[config.mk]
export PLATFORM = sky130hd
export DESIGN_NAME = dmem_arbiter_flat
export DESIGN_NICKNAME = d
export VERILOG_FILES = /design/src/rtl/dmem_pkg.sv /design/src/rtl/dmem_arbiter_if.sv /design/src/rtl/rr_arb2.sv /design/src/rtl/dmem_arbiter.sv /design/src/flat_wrapper.sv
export SDC_FILE = /design/constraint.sdc
export NUM_CORES = 1
export LEC_CHECK = 0
export BUFFER_PORTS_ARGS = -buffer_cell sky130_fd_sc_hd__buf_2
export CAP_MARGIN = 20
export CORE_ASPECT_RATIO = 2
export CORE_MARGIN = 2
export CORE_UTILIZATION = 37
export DETAILED_ROUTE_END_ITERATION = 8
export PLACE_DENSITY_LB_ADDON = 0.25
export SETUP_SLACK_MARGIN = 0.1
export SKIP_CTS_REPAIR_TIMING = 1
export SKIP_LAST_GASP = 1
export SLEW_MARGIN = 20
export SYNTH_ARGS = -nofsm -noshare
export SYNTH_HDL_FRONTEND = slang
export SYNTH_SLANG_ARGS = --single-unit
[constraint.sdc]
create_clock -name CLK -period 1.7 [get_ports CLK]
set_clock_uncertainty 0.05 [all_clocks]
set_input_delay 0 -clock CLK [delete_from_list [all_inputs] [get_ports CLK]]
set_output_delay 0 -clock CLK [all_outputs]
set_load 0.005 [all_outputs]
[src/rtl/dmem_pkg.sv]
// Shared widths and requester port indices for the data-memory arbiter.
package dmem_pkg;

    localparam int unsigned ADDR_W  = 5;
    localparam int unsigned DATA_W  = 32;
    localparam int unsigned N_PORTS = 2;

    localparam logic [0:0] PORT_INT = 1'b0;
    localparam logic [0:0] PORT_FP  = 1'b1;

endpackage

[src/rtl/dmem_arbiter_if.sv]
// Requester and memory-side signals of the data-memory arbiter.
interface dmem_arbiter_if
    import dmem_pkg::*;
#(
    parameter int unsigned ADDR_W = dmem_pkg::ADDR_W,
    parameter int unsigned DATA_W = dmem_pkg::DATA_W
);

    logic              R0_REQ;
    logic              R0_WE;
    logic [ADDR_W-1:0] R0_ADDR;
    logic [DATA_W-1:0] R0_WD;
    logic              R0_GNT;
    logic              R0_RVALID;
    logic [DATA_W-1:0] R0_RDATA;

    logic              R1_REQ;
    logic              R1_WE;
    logic [ADDR_W-1:0] R1_ADDR;
    logic [DATA_W-1:0] R1_WD;
    logic              R1_GNT;
    logic              R1_RVALID;
    logic [DATA_W-1:0] R1_RDATA;

    logic [ADDR_W-1:0] MEM_A;
    logic              MEM_WE;
    logic [DATA_W-1:0] MEM_WD;
    logic [DATA_W-1:0] MEM_RD;

    // Arbiter side
    modport slave (
        input  R0_REQ, R0_WE, R0_ADDR, R0_WD,
        input  R1_REQ, R1_WE, R1_ADDR, R1_WD,
        input  MEM_RD,
        output R0_GNT, R0_RVALID, R0_RDATA,
        output R1_GNT, R1_RVALID, R1_RDATA,
        output MEM_A, MEM_WE, MEM_WD
    );

    // Requesters plus memory
    modport master (
        output R0_REQ, R0_WE, R0_ADDR, R0_WD,
        output R1_REQ, R1_WE, R1_ADDR, R1_WD,
        output MEM_RD,
        input  R0_GNT, R0_RVALID, R0_RDATA,
        input  R1_GNT, R1_RVALID, R1_RDATA,
        input  MEM_A, MEM_WE, MEM_WD
    );

endinterface

[src/rtl/rr_arb2.sv]
// Two-way round-robin grant with a one-bit last-granted pointer.
module rr_arb2
    import dmem_pkg::*;
(
    input  logic       CLK,
    input  logic       RST,
    input  logic [1:0] req,
    output logic [1:0] gnt
);

    logic last_q;

    // Conflict goes to the port that did not win last; reset favours port 0
    always_comb begin
        gnt = 2'b00;
        if (!RST) begin
            if (req == 2'b11) begin
                gnt = (last_q == PORT_FP) ? 2'b01 : 2'b10;
            end else begin
                gnt = req;
            end
        end
    end

    always_ff @(posedge CLK or posedge RST) begin
        if (RST) begin
            last_q <= PORT_FP;
        end else if (|gnt) begin
            last_q <= gnt[1];
        end
    end

endmodule

[src/rtl/dmem_arbiter.sv]
// Shares one single-port data memory between the integer and FP load/store units.
module dmem_arbiter
    import dmem_pkg::*;
#(
    parameter int unsigned ADDR_W = dmem_pkg::ADDR_W,
    parameter int unsigned DATA_W = dmem_pkg::DATA_W
)(
    input  logic           CLK,
    input  logic           RST,
    dmem_arbiter_if.slave  bus
);

    logic [1:0]        req;
    logic [1:0]        gnt;
    logic [ADDR_W-1:0] mem_a_c;
    logic [DATA_W-1:0] mem_wd_c;
    logic              ld0_c;
    logic              ld1_c;
    logic              rvalid0_q;
    logic              rvalid1_q;
    logic [DATA_W-1:0] rdata0_q;
    logic [DATA_W-1:0] rdata1_q;

    assign req = {bus.R1_REQ, bus.R0_REQ};

    rr_arb2 u_arb (
        .CLK (CLK),
        .RST (RST),
        .req (req),
        .gnt (gnt)
    );

    assign bus.R0_GNT = gnt[0];
    assign bus.R1_GNT = gnt[1];

    // Port 0 drives the memory bus when idle
    assign mem_a_c  = gnt[1] ? bus.R1_ADDR : bus.R0_ADDR;
    assign mem_wd_c = gnt[1] ? bus.R1_WD   : bus.R0_WD;

    assign bus.MEM_A  = mem_a_c;
    assign bus.MEM_WD = mem_wd_c;
    assign bus.MEM_WE = (gnt[0] & bus.R0_WE) | (gnt[1] & bus.R1_WE);

    assign ld0_c = gnt[0] & ~bus.R0_WE;
    assign ld1_c = gnt[1] & ~bus.R1_WE;

    // Load data is captured at the edge that closes the grant cycle
    always_ff @(posedge CLK or posedge RST) begin
        if (RST) begin
            rvalid0_q <= 1'b0;
            rvalid1_q <= 1'b0;
            rdata0_q  <= '0;
            rdata1_q  <= '0;
        end else begin
            rvalid0_q <= ld0_c;
            rvalid1_q <= ld1_c;
            if (ld0_c) begin
                rdata0_q <= bus.MEM_RD;
            end
            if (ld1_c) begin
                rdata1_q <= bus.MEM_RD;
            end
        end
    end

    assign bus.R0_RVALID = rvalid0_q;
    assign bus.R1_RVALID = rvalid1_q;
    assign bus.R0_RDATA  = rdata0_q;
    assign bus.R1_RDATA  = rdata1_q;

endmodule
[src/flat_wrapper.sv]
// flat-port wrapper written by rule: the top's interface ports become plain ports
module dmem_arbiter_flat import dmem_pkg::*;
#(
    parameter int unsigned ADDR_W = dmem_pkg::ADDR_W,
    parameter int unsigned DATA_W = dmem_pkg::DATA_W
)
  (CLK, RST, bus_R0_REQ, bus_R0_WE, bus_R0_ADDR, bus_R0_WD, bus_R1_REQ, bus_R1_WE, bus_R1_ADDR, bus_R1_WD, bus_MEM_RD, bus_R0_GNT, bus_R0_RVALID, bus_R0_RDATA, bus_R1_GNT, bus_R1_RVALID, bus_R1_RDATA, bus_MEM_A, bus_MEM_WE, bus_MEM_WD);
  dmem_arbiter_if #(.ADDR_W(ADDR_W), .DATA_W(DATA_W)) bus_i ();
  input  logic CLK;
  input  logic RST;
  input wire logic [$bits(bus_i.R0_REQ)-1:0] bus_R0_REQ;
  input wire logic [$bits(bus_i.R0_WE)-1:0] bus_R0_WE;
  input wire logic [$bits(bus_i.R0_ADDR)-1:0] bus_R0_ADDR;
  input wire logic [$bits(bus_i.R0_WD)-1:0] bus_R0_WD;
  input wire logic [$bits(bus_i.R1_REQ)-1:0] bus_R1_REQ;
  input wire logic [$bits(bus_i.R1_WE)-1:0] bus_R1_WE;
  input wire logic [$bits(bus_i.R1_ADDR)-1:0] bus_R1_ADDR;
  input wire logic [$bits(bus_i.R1_WD)-1:0] bus_R1_WD;
  input wire logic [$bits(bus_i.MEM_RD)-1:0] bus_MEM_RD;
  output wire logic [$bits(bus_i.R0_GNT)-1:0] bus_R0_GNT;
  output wire logic [$bits(bus_i.R0_RVALID)-1:0] bus_R0_RVALID;
  output wire logic [$bits(bus_i.R0_RDATA)-1:0] bus_R0_RDATA;
  output wire logic [$bits(bus_i.R1_GNT)-1:0] bus_R1_GNT;
  output wire logic [$bits(bus_i.R1_RVALID)-1:0] bus_R1_RVALID;
  output wire logic [$bits(bus_i.R1_RDATA)-1:0] bus_R1_RDATA;
  output wire logic [$bits(bus_i.MEM_A)-1:0] bus_MEM_A;
  output wire logic [$bits(bus_i.MEM_WE)-1:0] bus_MEM_WE;
  output wire logic [$bits(bus_i.MEM_WD)-1:0] bus_MEM_WD;
  assign bus_i.R0_REQ = bus_R0_REQ;
  assign bus_i.R0_WE = bus_R0_WE;
  assign bus_i.R0_ADDR = bus_R0_ADDR;
  assign bus_i.R0_WD = bus_R0_WD;
  assign bus_i.R1_REQ = bus_R1_REQ;
  assign bus_i.R1_WE = bus_R1_WE;
  assign bus_i.R1_ADDR = bus_R1_ADDR;
  assign bus_i.R1_WD = bus_R1_WD;
  assign bus_i.MEM_RD = bus_MEM_RD;
  assign bus_R0_GNT = bus_i.R0_GNT;
  assign bus_R0_RVALID = bus_i.R0_RVALID;
  assign bus_R0_RDATA = bus_i.R0_RDATA;
  assign bus_R1_GNT = bus_i.R1_GNT;
  assign bus_R1_RVALID = bus_i.R1_RVALID;
  assign bus_R1_RDATA = bus_i.R1_RDATA;
  assign bus_MEM_A = bus_i.MEM_A;
  assign bus_MEM_WE = bus_i.MEM_WE;
  assign bus_MEM_WD = bus_i.MEM_WD;
  dmem_arbiter #(.ADDR_W(ADDR_W), .DATA_W(DATA_W)) u_core (.CLK(CLK), .RST(RST), .bus(bus_i));
endmodule
==> flow_summary.yaml, run 1 <==
placed_design:
  placedCellCount: 503
  globalplace.congestion: 0.754
  port_buffers: 217
  dp_hpwl_um: 6780
yosys:
  synthDominantCellAreaShare_pct: 53.4
  synthArstFlopShare_pct: 100
  synth_nets: 302
  synth.distinct_cells: 14
  synth-edff-count: 0
  yosysTopAreaCell: "dfrtp_1"
  ys_seq_elements: 67
  synth-seq-area-share_pct: 54.2
  synth_area_sq_um: 3090
  syn_inst: 190
  synth-warning-count: 0
  synth.avg_cell_area_sq_um: 16.3
  yosysMostFrequentCell: "mux2_2"
  ys_top_cells_by_count: "mux2_2 (82), dfrtp_1 (66), mux2_4 (19)"
  ys.flop_type: "dfrtp_1"
  synthTopCellsByArea: "dfrtp_1 (53%), mux2_2 (30%), mux2_4 (9.2%)"
global_routing:
  grt_max_degree: 45
  busiest_layer: "met2"
  met1_usage_pct: 19.2
  grt_pass1_wl_um: 12500
  track_usage_pct: 18.7
  grt_util_met3_pct: 4.90
  antenna_found_initial: 0
  grt_pass1_vias: 2491
  grt_overflow: 0
  met2_usage_pct: 34.0
final_layout:
  postLayoutCoreUtil_pct: 63.2
  area_growth_pct: 67.2
  drive_gt1_share_pct: 77.3
  fin_cells: 560
  diodes: 0
  fin_nets: 569
timing:
  finalSetupViolations: 58
  min_period_over_period_pct: 103
  whs_ps: -28.7
  finalHoldViolCount: 1
  rsz0062_at_grt: "yes"
  max_freq_mhz: 569
  tns_ps: -1840
  finalCriticalPeriod_ps: 1760
  maxSlewHeadroom_pct: 61.0
  worst_pin_slew_ps: 584
  slew_violations: 0
  setup_slack_ps: -56.7
detailed_routing:
  ant_nets: 0
  vias: 2642
  route.detailed.drc: 0
  dr.pass1.iters: 4
  dr.first_iter.drc_count: 38
  via_per_inst: 4.72
  wl_per_cell_um: 16.9
  routed_wl_um: 9450
floorplanning:
  die_h_um: 133
  coreArea_sq_um: 8170
  num_rows: 47
  die_area_sq_um: 9150
  initial_core_util_pct: 37.8
  io_pins: 218
  fp.dieW_um: 68.7
worst_setup_path:
  arrival_ps: 1920
  worst-setup-path-type: "reg2reg"
  critPathRequiredTime_ps: 1860
  crit_fanout: 7
  reg2reg_slack_ps: -60
  critPathLaunchType: "register"
  end_kind: "register"
run_status:
  status: "finished, violations left"
  failed_checks: "negative hold slack, negative setup slack"
clocking:
  clkTransAtPathRegs_ps: 50
  tritoncts: "done"
  h-tree-depth: 3
  clk_latency_ps: 320
  cts-root-buf: "clkbuf_16"
  clock_sinks: 67
  clk_path_buf_depth: 2
  cts_buffers: 9
power_and_ir_drop:
  total_leakage_power_nw: 2.64
  power_density_nw_per_um2: 1110
  finalPower_mw: 5.74
  ir_drop_mv: 0.946
hold_path:
  hold_path_class: "in2reg"
run:
  drv_cap: 0
-- cells by family after synthesis --
family                 after synthesis  synth area share [%]
and+or+nand+nor                      3                 0.688
AOI/OAI and AO/OA                    6                  2.18
buffers and inverters               13                  3.80
muxes                              101                  39.1
DFF                                 67                  54.2
-- metrics by stage --
stage          area, sq um  setup slack [ps]
2_1_floorplan         3100              55.0
3_3_place_gp          4330              85.5
3_5_place_dp          4330              62.4
4_1_cts               4670              -119
5_1_grt               5170              -117
6_report              5170             -56.7
-- sequential cells by signal (all words and copies together), names as in the netlist --
register / count
u_core.bus.R0_RDATA: 32
u_core.bus.R1_RDATA: 32
u_core.bus.R0_RVALID: 1
u_core.bus.R1_RVALID: 1
u_core.u_arb.last_q: 1
-- cell type report --
type	count	area (sq um)
Clock buffer	13	270
Clock inverter	3	68.8
Fill cell	635	3000
Inverter	3	15.0
Multi-Input combinational cell	110	1320
Sequential cell	67	1680
Tap cell	98	123
Timing Repair Buffer	266	1700
-- metal layers --
layer  share of wire (%)  wire length, um  vias up
met2                  56             5330      132
met5                   0                0        -
li1                    -                -     1210
met1                  34             3170     1283
met4                 2.2              212        0
met3                 7.8              740       17
-- where the power goes --
| part | internal (mW) | total, mW | switching, mW |
|---|---|---|---|
| clock | 1.41 | 2.07 | 0.660 |
| combinational | 0.920 | 1.48 | 0.556 |
| sequential | 1.99 | 2.20 | 0.203 |
| total | 4.32 | 5.74 | 1.42 |
-- critical path, stage by stage (launching register included) --
cell       delay (ps)
dfstp_2           390
buf_4             130
buf_6             110
a211oi_4          270
buf_6             190
clkbuf_16         160
mux2_2            330
-- worst paths after layout --
check,start,endpoint,cells after the start
hold reg to reg,u_core.bus.R0_RDATA[6]$_DFFE_PP0P_,u_core.bus.R0_RDATA[6]$_DFFE_PP0P_,1
max in group asynchronous,RST,u_core.bus.R0_RDATA[17]$_DFFE_PP0P_,4
hold / removal,RST,u_core.u_arb.last_q$_DFFE_PP1P_,3
setup / recovery,u_core.u_arb.last_q$_DFFE_PP1P_,u_core.bus.R1_RDATA[20]$_DFFE_PP0P_,6
setup reg to reg,u_core.u_arb.last_q$_DFFE_PP1P_,u_core.bus.R1_RDATA[20]$_DFFE_PP0P_,6
min in group asynchronous,RST,u_core.bus.R0_RDATA[30]$_DFFE_PP0P_,3
-- layout by cell type (no fill, tap or decap), drive strengths merged --
cell,count
nand2b,2
a21o,1
buf,229
o21ai,1
nand2,1
mux2,101
dfrtp,66
inv,2
a211oi,2
dlygate4sd3,33
bufinv,2
a22o,1
dfstp,1
a21oi,1
clkinvlp,1
clkbuf,17
clkinv,1
No activity file was read; power rests on OpenSTA's default activity.
==> run 2, diff against run 1 <==
--- a/config.mk
+++ b/config.mk
@@ -7,9 +7,11 @@
 export LEC_CHECK = 0
 export BUFFER_PORTS_ARGS = -buffer_cell sky130_fd_sc_hd__buf_2
 export CAP_MARGIN = 20
+export CELL_PAD_IN_SITES_DETAIL_PLACEMENT = 0
+export CELL_PAD_IN_SITES_GLOBAL_PLACEMENT = 1
 export CORE_ASPECT_RATIO = 2
 export CORE_MARGIN = 2
-export CORE_UTILIZATION = 37
+export CORE_UTILIZATION = 28
 export DETAILED_ROUTE_END_ITERATION = 8
 export PLACE_DENSITY_LB_ADDON = 0.25
 export SETUP_SLACK_MARGIN = 0.1
==> run 2 against run 1 <==
Against the previous run:
- critical path type is now reg2out
- worst setup slack improved by 6.9 ps
- global-route usage decreased by 4.0 points
- the flow still finishes with violations (negative hold slack, negative setup slack)
- final area increased by 1.0%
- via count unchanged
- first-iteration DRC count increased by 21%
- sequential power about the same
- fmax increased by 0.39%
- combinational power increased by 6%
- clock power decreased by 15%
- die area increased by 31%
- register-to-register slack improved by 80 ps
- critical path depth decreased by 2
==> flow_summary.yaml, run 2 (same netlist as run 1, synthesis figures left out) <==
detailed_routing:
  dr.first_iter.drc_count: 46
  wl_per_cell_um: 16.1
  routed_wl_um: 9670
  dr.pass1.iters: 4
  ant_nets: 0
  vias: 2642
  route.detailed.drc: 0
  via_per_inst: 4.40
floorplanning:
  initial_core_util_pct: 28.6
  coreArea_sq_um: 10800
  fp.dieW_um: 78.3
  num_rows: 54
  die_area_sq_um: 12000
  die_h_um: 153
  io_pins: 218
timing:
  slew_violations: 0
  tns_ps: -1050
  finalHoldViolCount: 1
  setup_slack_ps: -49.8
  maxSlewHeadroom_pct: 69.6
  finalCriticalPeriod_ps: 1750
  min_period_over_period_pct: 103
  finalSetupViolations: 37
  worst_pin_slew_ps: 456
  whs_ps: -17.7
  max_freq_mhz: 571
  rsz0062_at_grt: "yes"
final_layout:
  fin_cells: 600
  layout_common_cells: "buf_2 (217), dfrtp_1 (66), mux2_4 (51)"
  fill_cells: 997
  final_common_cell: "buf_2"
  drive_gt1_share_pct: 76.7
  design_area_sq_um: 5220
  diodes: 0
  fin_nets: 568
  postLayoutCoreUtil_pct: 48.3
  area_growth_pct: 68.9
run_status:
  failed_checks: "negative hold slack, negative setup slack"
  status: "finished, violations left"
power_and_ir_drop:
  sw_frac_of_total_pct: 25.3
  total_leakage_power_nw: 2.68
  p_sw_mw: 1.39
  finalPower_mw: 5.52
  ir_drop_mv: 0.715
  seq_power_share_pct: 39.9
  pwr-share-comb_pct: 28.4
  clock_power_share_pct: 31.6
  internal_power_mw: 4.12
  power_density_nw_per_um2: 1060
worst_setup_path:
  crit_fanout: 11
  rr_worst_depth: 5
  critPathLaunchType: "register"
  critPathRequiredTime_ps: 1650
  end_kind: "primary output"
  worst-setup-path-type: "reg2out"
  arrival_ps: 1700
placed_design:
  dp_hpwl_um: 6950
  pre_cts_ws_ps: 15.5
  placed_area_sq_um: 4350
  globalplace.congestion: 0.730
  port_buffers: 217
  placedCellCount: 544
run:
  drv_cap: 0
global_routing:
  grt_max_degree: 37
  antenna_found_initial: 0
  grt_pass1_wl_um: 13400
  track_usage_pct: 14.7
  grt_pass1_vias: 2630
  grt_overflow: 0
clocking:
  cts_buffers: 9
  clkTransAtPathRegs_ps: 50
  cts-root-buf: "clkbuf_16"
  clk_latency_ps: 320
  clk_path_buf_depth: 2
  tritoncts: "done"
  clock_sinks: 67
  h-tree-depth: 3
hold_path:
  hold_path_class: "in2reg"
  hold_depth: 3
[run 2: cell types whose count changed in the layout (fill, tap and decap cells not counted), moves of 2 or more]
cell,before,now
mux2_2,79,50
mux2_4,22,51
buf_4,1,5
buf_6,5,1
clkbuf_8,3,0
clkbuf_1,1,3
clkinv_2,0,2
[run 2: cell type report]
cell class	count	area, sq um	area share [%]
sequential	67	1680	32.1
inverter	3	15.0	0.287
timing repair buffer	265	1660	31.7
clock inverter	3	40.0	0.766
clock buffer	12	236	4.53
tap	140	175	3.35
multi-input combinational	110	1420	27.3
[run 2: path summary, 6_finish.rpt]
path / from / end / slack [ps]
setup / recovery: u_core.u_arb.last_q$_DFFE_PP1P_ / bus_MEM_WD[0] / -50
hold / removal: bus_R1_REQ / u_core.u_arb.last_q$_DFFE_PP1P_ / -20
setup reg to reg: u_core.u_arb.last_q$_DFFE_PP1P_ / u_core.bus.R0_RDATA[20]$_DFFE_PP0P_ / 20
hold reg to reg: u_core.bus.R1_RDATA[21]$_DFFE_PP0P_ / u_core.bus.R1_RDATA[21]$_DFFE_PP0P_ / 450
max in group asynchronous: RST / u_core.u_arb.last_q$_DFFE_PP1P_ / 880
min in group asynchronous: RST / u_core.bus.R1_RVALID$_DFF_PP0_ / 360
[run 2: critical path, stage by stage (launching register included)]
cell and delay, ps:
dfstp_2 560, a21o_4 180, clkbuf_16 180, mux2_2 330
buf_2 130
[run 2: power by group through the flow]
stage	combinational, mW	clock [mW]	sequential [mW]
2_1_floorplan	0.588	0	2.24
3_3_place_gp	1.35	0	2.21
3_5_place_dp	1.37	0	2.22
4_1_cts	1.37	1.80	2.20
5_1_grt	1.70	1.88	2.26
6_report	1.57	1.75	2.20
[run 2: layer usage]
layer	GRT usage [%]	part of all wire, %	vias up
met1	12.6	32	1270
met4	6.85	1.8	0
met2	28.9	57	152
met3	4.98	9.5	12
li1	-	-	1208
met5	0	0	-
==> run 3, diff against run 2 <==
--- a/config.mk
+++ b/config.mk
@@ -15,7 +15,6 @@
 export DETAILED_ROUTE_END_ITERATION = 8
 export PLACE_DENSITY_LB_ADDON = 0.25
 export SETUP_SLACK_MARGIN = 0.1
-export SKIP_CTS_REPAIR_TIMING = 1
 export SKIP_LAST_GASP = 1
 export SLEW_MARGIN = 20
 export SYNTH_ARGS = -nofsm -noshare
==> run 3 against run 2 <==
Against the previous run:
- the flow finishes with violations (negative setup slack)
- register-to-register slack worse by 110 ps
- clock power about the same
- total power about the same
- sequential share of layout area down 0.16 points
- critical path depth up 2
- global-route usage up 0.93 points
- highest routed layer unchanged
- worst setup slack worse by 36 ps
- sequential power about the same
- first-iteration DRC count up 20%
==> flow_summary.yaml, run 3 (same netlist as run 1, synthesis figures left out) <==
run_status:
  status: "finished, violations left"
  failed_checks: "negative setup slack"
floorplanning:
  io_pins: 218
  coreArea_sq_um: 10800
  die_area_sq_um: 12000
  num_rows: 54
  fp.dieW_um: 78.3
  die_h_um: 153
  initial_core_util_pct: 28.6
timing:
  slew_violations: 0
  min_period_over_period_pct: 105
  rsz0062_at_grt: "yes"
  finalSetupViolations: 67
  setup_slack_ps: -85.6
  max_freq_mhz: 560
  finalCriticalPeriod_ps: 1790
  maxSlewHeadroom_pct: 69.5
  finalHoldViolCount: 0
  whs_ps: 41.1
  tns_ps: -2810
  worst_pin_slew_ps: 458
power_and_ir_drop:
  seq_power_share_pct: 39.8
  p_sw_mw: 1.39
  sw_frac_of_total_pct: 25.2
  internal_power_mw: 4.13
  ir_drop_mv: 0.716
  finalPower_mw: 5.52
  total_leakage_power_nw: 2.69
  pwr-share-comb_pct: 28.6
  power_density_nw_per_um2: 1050
  clock_power_share_pct: 31.5
final_layout:
  area_growth_pct: 69.7
  fin_nets: 570
  diodes: 0
  layout_common_cells: "buf_2 (217), dfrtp_1 (66), mux2_2 (53)"
  final_common_cell: "buf_2"
  drive_gt1_share_pct: 76.6
clocking:
  clkTransAtPathRegs_ps: 50
  clk_path_buf_depth: 2
  cts_buffers: 9
  clk_latency_ps: 320
  tritoncts: "done"
  cts-root-buf: "clkbuf_16"
  h-tree-depth: 3
  clock_sinks: 67
detailed_routing:
  dr.first_iter.drc_count: 55
  dr.pass1.iters: 4
  routed_wl_um: 9710
  ant_nets: 0
  wl_per_cell_um: 16.1
  vias: 2640
  via_per_inst: 4.39
  route.detailed.drc: 0
run:
  drv_cap: 0
global_routing:
  grt_overflow: 0
  antenna_found_initial: 0
  grt_pass1_wl_um: 14300
  track_usage_pct: 15.6
  grt_max_degree: 37
  grt_pass1_vias: 2785
placed_design:
  port_buffers: 217
  dp_hpwl_um: 6950
  pre_cts_ws_ps: 15.5
  globalplace.congestion: 0.730
worst_setup_path:
  crit_fanout: 6
  reg2reg_slack_ps: -90
  arrival_ps: 1940
  critPathRequiredTime_ps: 1850
  end_kind: "register"
  critPathLaunchType: "register"
  worst-setup-path-type: "reg2reg"
hold_path:
  hold_path_class: "in2reg"
[run 3: area by class of cell]
cell class                 instances  area [sq um]
timing repair buffer             267          1690
tap                              140           175
clock buffer                      12           236
clock inverter                     3          40.0
sequential                        67          1680
fill                             987          5560
multi-input combinational        110          1410
inverter                           3          17.5
[run 3: routing by layer]
layer  share of wire (%)  wire length, um  GRT usage, %  vias up
met5                   0                0             0        -
met4                 1.6              155          6.60        0
met3                 9.4              914          4.74       10
met2                  57             5560          31.1      150
met1                  32             3070          13.7     1266
li1                    -                -             -     1214
[run 3: final timing paths]
path,startpoint,endpoint,cells after the start
worst min-delay path,bus_R0_REQ,u_core.u_arb.last_q$_DFFE_PP1P_,4
min in group asynchronous,RST,u_core.bus.R1_RVALID$_DFF_PP0_,4
worst max-delay path,u_core.u_arb.last_q$_DFFE_PP1P_,u_core.bus.R0_RDATA[4]$_DFFE_PP0P_,6
worst min register to register,u_core.bus.R0_RDATA[11]$_DFFE_PP0P_,u_core.bus.R0_RDATA[11]$_DFFE_PP0P_,1
worst max register to register,u_core.u_arb.last_q$_DFFE_PP1P_,u_core.bus.R0_RDATA[4]$_DFFE_PP0P_,6
max in group asynchronous,RST,u_core.u_arb.last_q$_DFFE_PP1P_,4
[run 3: power groups by stage]
| stage | sequential, mW | combinational (mW) | clock, mW |
|---|---|---|---|
| floorplan | 2.24 | 0.588 | 0 |
| global placement | 2.21 | 1.35 | 0 |
| detailed placement | 2.22 | 1.37 | 0 |
| CTS | 2.20 | 1.47 | 1.80 |
| global route | 2.26 | 1.71 | 1.88 |
| finish | 2.20 | 1.58 | 1.74 |
[run 3: through the flow]
| stage | std cells | utilization [%] | cell area, sq um |
|---|---|---|---|
| finish | 602 | 48.6 | 5250 |
| global route | 602 | 48.6 | 5250 |
| CTS | 598 | 46.8 | 5060 |
| detailed placement | 544 | 40.3 | 4350 |
| global placement | 544 | 40.3 | 4350 |
| floorplan | 190 | - | 3100 |
[run 3: worst max-delay path, stage by stage, from the launching register on]
cell and delay, ps:
dfstp_2 550, buf_6 110, inv_4 30, a211oi_4 280, buf_6 170, buf_16 130
mux2_2 330
[run 3: repair_timing]
action                                  4_1_cts  5_1_grt
hold endpoints to repair                    131        0
pin swaps                                     1        1
hold buffers                                 34        0
resized for setup                             4       34
buffers inserted                              3        2
gates cloned                                  2        2
endpoints found under the setup margin       70       70
